[config.mk]
export PLATFORM = sky130hd
export DESIGN_NAME = registre_decalage_n
export DESIGN_NICKNAME = d
export VERILOG_FILES = /design/src/rtl/registre_decalage_n_pkg.sv /design/src/rtl/bascule_d_rn.sv /design/src/rtl/registre_decalage_n.sv
export SDC_FILE = /design/constraint.sdc
export NUM_CORES = 1
export LEC_CHECK = 0
export ABC_AREA = 1
export CELL_PAD_IN_SITES_DETAIL_PLACEMENT = 1
export CELL_PAD_IN_SITES_GLOBAL_PLACEMENT = 1
export CORE_MARGIN = 2
export CORE_UTILIZATION = 31
export CTS_CLUSTER_DIAMETER = 150
export CTS_CLUSTER_SIZE = 25
export DETAILED_ROUTE_END_ITERATION = 10
export PLACE_DENSITY = 0.88
export SETUP_SLACK_MARGIN = 0.05
export SYNTH_ARGS = -nofsm -noshare
export SYNTH_HDL_FRONTEND = slang
export SYNTH_SLANG_ARGS = --single-unit
[constraint.sdc]
create_clock -name clk -period 1.25 [get_ports clk]
set_input_delay 0.1875 -clock clk [delete_from_list [all_inputs] [get_ports clk]]
set_output_delay 0.1875 -clock clk [all_outputs]
set_load 0.005 [all_outputs]
[src/rtl/registre_decalage_n_pkg.sv]
// ---------------------------------------------------------------------------
// registre_pkg
//   Shared constants for the universal shift register and its serialiser.
//   - MODE_* : encodings of the 2-bit mode input.
//   - state_t: serialiser FSM states (IDLE -> SHIFT -> DONE -> IDLE).
// ---------------------------------------------------------------------------
package registre_pkg;

    localparam logic [1:0] MODE_HOLD = 2'b00;
    localparam logic [1:0] MODE_SHL  = 2'b01;
    localparam logic [1:0] MODE_SHR  = 2'b10;
    localparam logic [1:0] MODE_LOAD = 2'b11;

    typedef enum logic [1:0] {
        ST_IDLE  = 2'b00,
        ST_SHIFT = 2'b01,
        ST_DONE  = 2'b10
    } state_t;

endpackage

[src/rtl/bascule_d_rn.sv]
// ---------------------------------------------------------------------------
// bascule_d_rn
//   Single D flip-flop cell with asynchronous active-low reset.
//   Ports:
//     clk     in  rising-edge clock
//     rst_n   in  asynchronous reset, active-low
//     rst_val in  value taken by q while rst_n is low
//     d       in  data captured on each rising edge
//     q       out stored bit
//     q_n     out complement of q (derived from q, so never stale)
// ---------------------------------------------------------------------------
module bascule_d_rn (
    input  logic clk,
    input  logic rst_n,
    input  logic rst_val,
    input  logic d,
    output logic q,
    output logic q_n
);

    always_ff @(posedge clk or negedge rst_n) begin
        if (!rst_n) begin
            q <= rst_val;
        end else begin
            q <= d;
        end
    end

    assign q_n = ~q;

endmodule

[src/rtl/registre_decalage_n.sv]
// ---------------------------------------------------------------------------
// registre_decalage_n
//   WIDTH-bit universal register (hold / shift left / shift right / load)
//   built from bascule_d_rn cells, plus an automatic LSB-first serialiser.
//   Ports:
//     clk       in  rising-edge clock
//     rst_n     in  asynchronous reset, active-low
//     mode      in  00 hold, 01 shift left, 10 shift right, 11 load
//     d         in  parallel load data
//     sin       in  serial fill bit for every shift
//     start     in  launch the serialiser (looked at in IDLE only)
//     q         out register contents
//     q_n       out bitwise complement of q
//     sout      out q[0], combinational
//     busy      out high during the WIDTH serialiser shift cycles
//     done      out one-cycle pulse after the last serialiser shift
//     state_dbg out current FSM state (debug observation only)
//
//   Handshake: start is a request sampled only while busy=0 and done=0
//   (IDLE); the edge that samples it loads d and raises busy. busy stays
//   high for exactly WIDTH cycles, during which sout presents d[0..WIDTH-1]
//   in order and start/mode are ignored. done then pulses for one cycle
//   (start/mode still ignored), after which a new start may be accepted.
// ---------------------------------------------------------------------------
module registre_decalage_n
    import registre_pkg::*;
#(
    parameter int               WIDTH     = 8,
    parameter logic [WIDTH-1:0] RESET_VAL = '0
) (
    input  logic             clk,
    input  logic             rst_n,
    input  logic [1:0]       mode,
    input  logic [WIDTH-1:0] d,
    input  logic             sin,
    input  logic             start,
    output logic [WIDTH-1:0] q,
    output logic [WIDTH-1:0] q_n,
    output logic             sout,
    output logic             busy,
    output logic             done,
    output logic [1:0]       state_dbg
);

    localparam int CW = $clog2(WIDTH + 1);

    state_t           state, state_next;
    logic [CW-1:0]    cnt, cnt_next;
    logic [WIDTH-1:0] q_next;

    // FSM and shift counter registers.
    always_ff @(posedge clk or negedge rst_n) begin
        if (!rst_n) begin
            state <= ST_IDLE;
            cnt   <= '0;
        end else begin
            state <= state_next;
            cnt   <= cnt_next;
        end
    end

    // Next-state / next-contents logic. The register cells simply capture
    // q_next, so this block alone decides what the register does each edge.
    always_comb begin
        state_next = state;
        cnt_next   = cnt;
        q_next     = q;
        case (state)
            ST_IDLE: begin
                if (start) begin
                    q_next     = d;
                    cnt_next   = CW'(WIDTH);
                    state_next = ST_SHIFT;
                end else begin
                    case (mode)
                        MODE_SHL:  q_next = {q[WIDTH-2:0], sin};
                        MODE_SHR:  q_next = {sin, q[WIDTH-1:1]};
                        MODE_LOAD: q_next = d;
                        default:   q_next = q;
                    endcase
                end
            end
            ST_SHIFT: begin
                // Right shift exposes the next data bit on q[0] (sout).
                q_next   = {sin, q[WIDTH-1:1]};
                cnt_next = cnt - CW'(1);
                if (cnt == CW'(1)) begin
                    state_next = ST_DONE;
                end
            end
            ST_DONE: begin
                state_next = ST_IDLE;
            end
            default: begin
                state_next = ST_IDLE;
            end
        endcase
    end

    for (genvar i = 0; i < WIDTH; i++) begin : g_cell
        bascule_d_rn u_cell (
            .clk     (clk),
            .rst_n   (rst_n),
            .rst_val (RESET_VAL[i]),
            .d       (q_next[i]),
            .q       (q[i]),
            .q_n     (q_n[i])
        );
    end

    assign sout      = q[0];
    assign busy      = (state == ST_SHIFT);
    assign done      = (state == ST_DONE);
    assign state_dbg = state;

endmodule
# Yosys cells after proc, flatten, opt, wreduce, memory -nomap -nowiden

Index checks and enable logic that the tools add are counted.

Word-level logic and storage cells: 41
Register bits: 14
Input port bits: 14
Output and inout bits: 21

Muxes and demuxes: 8
Bitwise gates (word level): 8
Reduce and logical (&&, ||, !) cells: 5
Equal/unequal tests: 9
Add/subtract/negate cells: 1

Operators by type and width:

| operator                                             | number |
|---|---|
| one-hot mux 8 bit (3 select lines)                   | 1 |
| one-hot mux 8 bit (2 select lines)                   | 1 |
| two-way mux 8 bit                                    | 1 |
| NOT 1 bit                                            | 8 |
| one-hot mux 4 bit (2 select lines)                   | 1 |
| equality test 2 bit (second input constant)          | 3 |
| AND reduction 2 bit                                  | 3 |
| != test 5 x 2 -> 1 bit (second input constant)       | 1 |
| equality test 2 x 1 -> 1 bit (second input constant) | 2 |
| equality test 4 x 1 -> 1 bit (second input constant) | 1 |
| two-way mux 2 bit                                    | 2 |
| two-way mux 4 bit                                    | 1 |
| one-hot mux 2 bit (2 select lines)                   | 1 |
| subtractor 4 x 1 -> 4 bit (second input constant)    | 1 |
| zero test 2 bit                                      | 1 |
| != test 2 x 1 -> 1 bit (second input constant)       | 1 |
| != test 2 bit (second input constant)                | 1 |
| nonzero test 2 bit                                   | 1 |

# Longest topological paths before layout

Depth in word-level cells: 4
Mapped depth: 8
Gate-level depth less buffers: 7

# Least setup slack after synthesis

No wires, ideal clock.

Path kind: register to register
From: register state[0] (netlist: state_dbg[0])
To: register g_cell[0].u_cell.q
Path buffers: 1
Cell stages (with the launch flop): 8
Setup slack: 0.151 ns
Required time: 1.134 ns
Clock period less this slack: 1.099 ns
Setup time: 0.116 ns
Arrival time: 0.983 ns
Cells stage by stage: dfrtp_1 > nor2_1 > nand3_2 > nand2_4 > buf_8 > nor2_2 > nand2_1 > nand2_1

Cells in the longest elaborated chain, start to end: 3
Elaborated cells between the ends (all ways): 6
Those cells by class: eq/ne (2); mux (1); reduce/logical (3)

Ends and longest elaborated chain:

| what                                                                          | line                      | source |
|---|---|---|
| from (decl)                                                                   | registre_decalage_n.sv:47 | `state_t state, state_next;` |
| from (signal assigned)                                                        | registre_decalage_n.sv:57 | `state <= state_next;` |
| zero test 2 bit / equality test 2 x 1 -> 1 bit (equally long branches)        | registre_decalage_n.sv:68 | `case (state)` |
| != test 5 x 2 -> 1 bit (no line) / nonzero test 2 bit (equally long branches) | n/a                       |  |
| AND reduction 2 bit (no line)                                                 | n/a                       |  |
| to (signal assigned)                                                          | bascule_d_rn.sv:23        | `q <= rst_val;` |
| to (decl)                                                                     | bascule_d_rn.sv:17        | `output logic q,` |

Several ways; a longest one is shown, not always the timed one.
A chain may end at the register's enable or synchronous reset.

# Worst setup path in the final report

From: register state[1] (netlist: state_dbg[1])
To: output port busy

Cells in the longest elaborated chain, start to end: 1

Ends and longest elaborated chain:

| what                         | line                       | source |
|---|---|---|
| equality test 2 x 1 -> 1 bit | registre_decalage_n.sv:112 | `assign busy = (state == ST_SHIFT);` |
| to (decl)                    | registre_decalage_n.sv:40  | `output logic busy,` |

No other way between the ends.

==> results.md <==
- Initial antenna violation count: 0
- Routed vias: 1,224
- CP max stage delay: 0.45 ns
- Static Leakage: 0.867 nW
- IO buf count: 34
- Avg Synthesized Cell Area: 6.68 sq um
- Final hold viol count: 0
- Worst R2R End: g_cell[2].u_cell.q$_DFFE_PN0P_
- FF+latch count, synth: 14
- Worst setup EP type: primary output
- Pre-CTS WS: -0.199 ns
- Post-Route M1 WL: 1540 um
- Min cycle time layout: 1.29 ns
- Wirelength per Cell: 14.5 um
- CTS buffer count: 3
- Hold Slack: 0.203 ns
- Residual DRC: 0
- Fin crit share: 1.04
- Crit path required time: 1.06 ns
- Setup_tns: -0.0868 ns
- Die Height: 63.5 um
- CTS sink count: 14
- Final Core Density: 0.497
- Endpoints failing setup: 4
- Reg2Reg Setup Slack: -0.02 ns
- Routed met3 length: 151 um
- Synth Instances: 164
- Status: finished with violations
- Failing checks: setup timing
- Number of vias per cell: 4.65
- Post-synth top area share: 0.320
- GPL Wtd Cong: 0.832
- Final Net Count: 234
- Clock transition at path regs: 0.10 ns
- Clk root buf: clkbuf_4
- R2r worst-path depth: 9
- Hold buffer count at CTS: 0
- Crit-path most repeated cell: buf_6
- Max VDD drop: 0.781 mV
- R2R Path Start: g_cell[3].u_cell.q$_DFFE_PN0P_
- Worst Path Arrival: 1.11 ns
- Async set-reset flop share out of synthesis: 1.00
- Fraction of layout cells with a size suffix above 1: 0.355
- Yosys warning total: 0
- Global-route wire length before repair: 6180 um
- Worst skew pair latency: 0.29 ns
- Initial core utilization: 0.326
- Setup crit start: state_dbg[1]$_DFFE_PN0P_
- Die X: 63.5 um
- CP bufs+invs: 2
- Area delta synth->final: 52.5%
- Critical-path top delay cell: dfrtp_2
- Final Slew Violations: 0
- Final Skew: 0.00622 ns
- Commonest non-fill, non-tap cell in the layout: nand2_1
- Core Area: 3360 sq um
- Synthesized Nets: 180
- Total Die Area: 4030 sq um
- Unique masters post-synth: 23
- Number of H-tree levels: 1
- Clock Path Buffers: 2
- Highest metal used: met4
- Cells along the critical path: buf_6 -> nor2_4 -> buf_6
- Placed inst area: 1460 sq um
- Dpl hpwl: 2300 um
- TritonCTS clock tree: built
- Final ANT Viol Nets: 0
- DR WL met2: 2070 um
- Worst setup margin: -0.0445 ns
- Ant diodes: 0
- Crit Path Class: reg -> out
- Largest net degree at the start of global routing: 17
- Fmax: 772 MHz
- 1st-pass router iterations: 4
- CP delay by family, top: flip-flops
- EDFF count, synth: 0
- Worst Path Max Fanout: 3
- Max_slew headroom: 0.828
- Area contributors post-synth: dfrtp_1 32%, nand2_1 21%, buf_4 11%
- RSZ-0062 raised after global routing: true
- Final wirelength: 3810 um
- Synthesized area: 1100 sq um
- Pwr/cell area: 2330 nW/um^2
- Total GRT Usage: 0.198
- Num rows: 21
- Max Cap Violations: 0
- Worst hold path class: in -> async
- Startpoint types: flop
- Seq/Total Area, Yosys: 0.320
- I/O pins: 35
- Most frequent cells in the layout: 58 x nand2_1, 24 x buf_4, 15 x nor2_1
- Gr ovfl total: 0
- Actual transition at the worst max-transition pin: 0.257 ns
- Vias in the first global route: 1,329
- # fillers: 453
- Iter 0 DRT Violations: 39
- Fin area: 1670 sq um
- Ys flop type: dfrtp_1
- Post-synth top area cell: dfrtp_1
worst max path at each step:
stage                                                end  slack (ns)  cells past startpoint
final                                               busy       -0.04                      3
after global routing      g_cell[2].u_cell.q$_DFFE_PN0P_       -0.11                      9
after CTS                                           done       -0.09                      5
after detailed placement  g_cell[5].u_cell.q$_DFFE_PN0P_       -0.20                      7
after global placement    g_cell[2].u_cell.q$_DFFE_PN0P_       -0.16                      7
after floorplan           g_cell[0].u_cell.q$_DFFE_PN0P_        0.15                      7
sequential cells by signal (all words and copies together) (netlist names):
name             flops
cnt                  4
g_cell.u_cell.q      8
state_dbg            2
layer usage:
metal / GRT usage / up-vias
li1: - / 598
met1: 0.214 / 584
met2: 0.379 / 34
met3: 0.0464 / 8
met4: 0.0516 / 0
met5: 0 / -
layout make-up:
class | count | area (sq um) | area share
flip-flops and latches | 14 | 352 | 0.210
clock buffers | 4 | 36.3 | 0.0217
inverters | 18 | 75.1 | 0.0449
multi-input cells | 114 | 581 | 0.347
well taps | 46 | 57.6 | 0.0344
repair buffers | 67 | 571 | 0.341
report_power, final:
group / switching, mW / internal [mW] / total (mW)
registers: 0.163 / 0.686 / 0.849
logic: 1.33 / 1.37 / 2.70
clock network: 0.171 / 0.177 / 0.348
cell families after synthesis:
kind of cell             Yosys count  synth area share
AO/OA/AOI/OAI                     13            0.0605
buffers and inverters             37             0.210
adder cells (fa/ha/maj)            2            0.0228
AND/OR/NAND/NOR                   98             0.387
flip-flops                        14             0.320
stage by stage:
stage	std cells	power, mW
final	263	3.90
after global placement	242	3.06
after detailed placement	242	3.17
after floorplan	164	2.33
after global routing	263	4.27
after CTS	264	3.73
synthesized netlist by cell type (2+ instances only):
cell type,number
inv_2,5
o21ai_1,2
a21oi_1,9
inv_1,12
buf_4,16
buf_6,2
dfrtp_1,14
nand2_1,61
ha_1,2
nor2_1,17
nor3_1,2
nor2_2,2
nand3_1,10
what timing repair did:
action,CTS,global route
gates cloned,0,1
gates resized for setup,69,21
pin swaps,1,3
setup endpoints to repair,21,23
buffers inserted,19,1
Note: power is estimated with default switching activity, not from simulation.
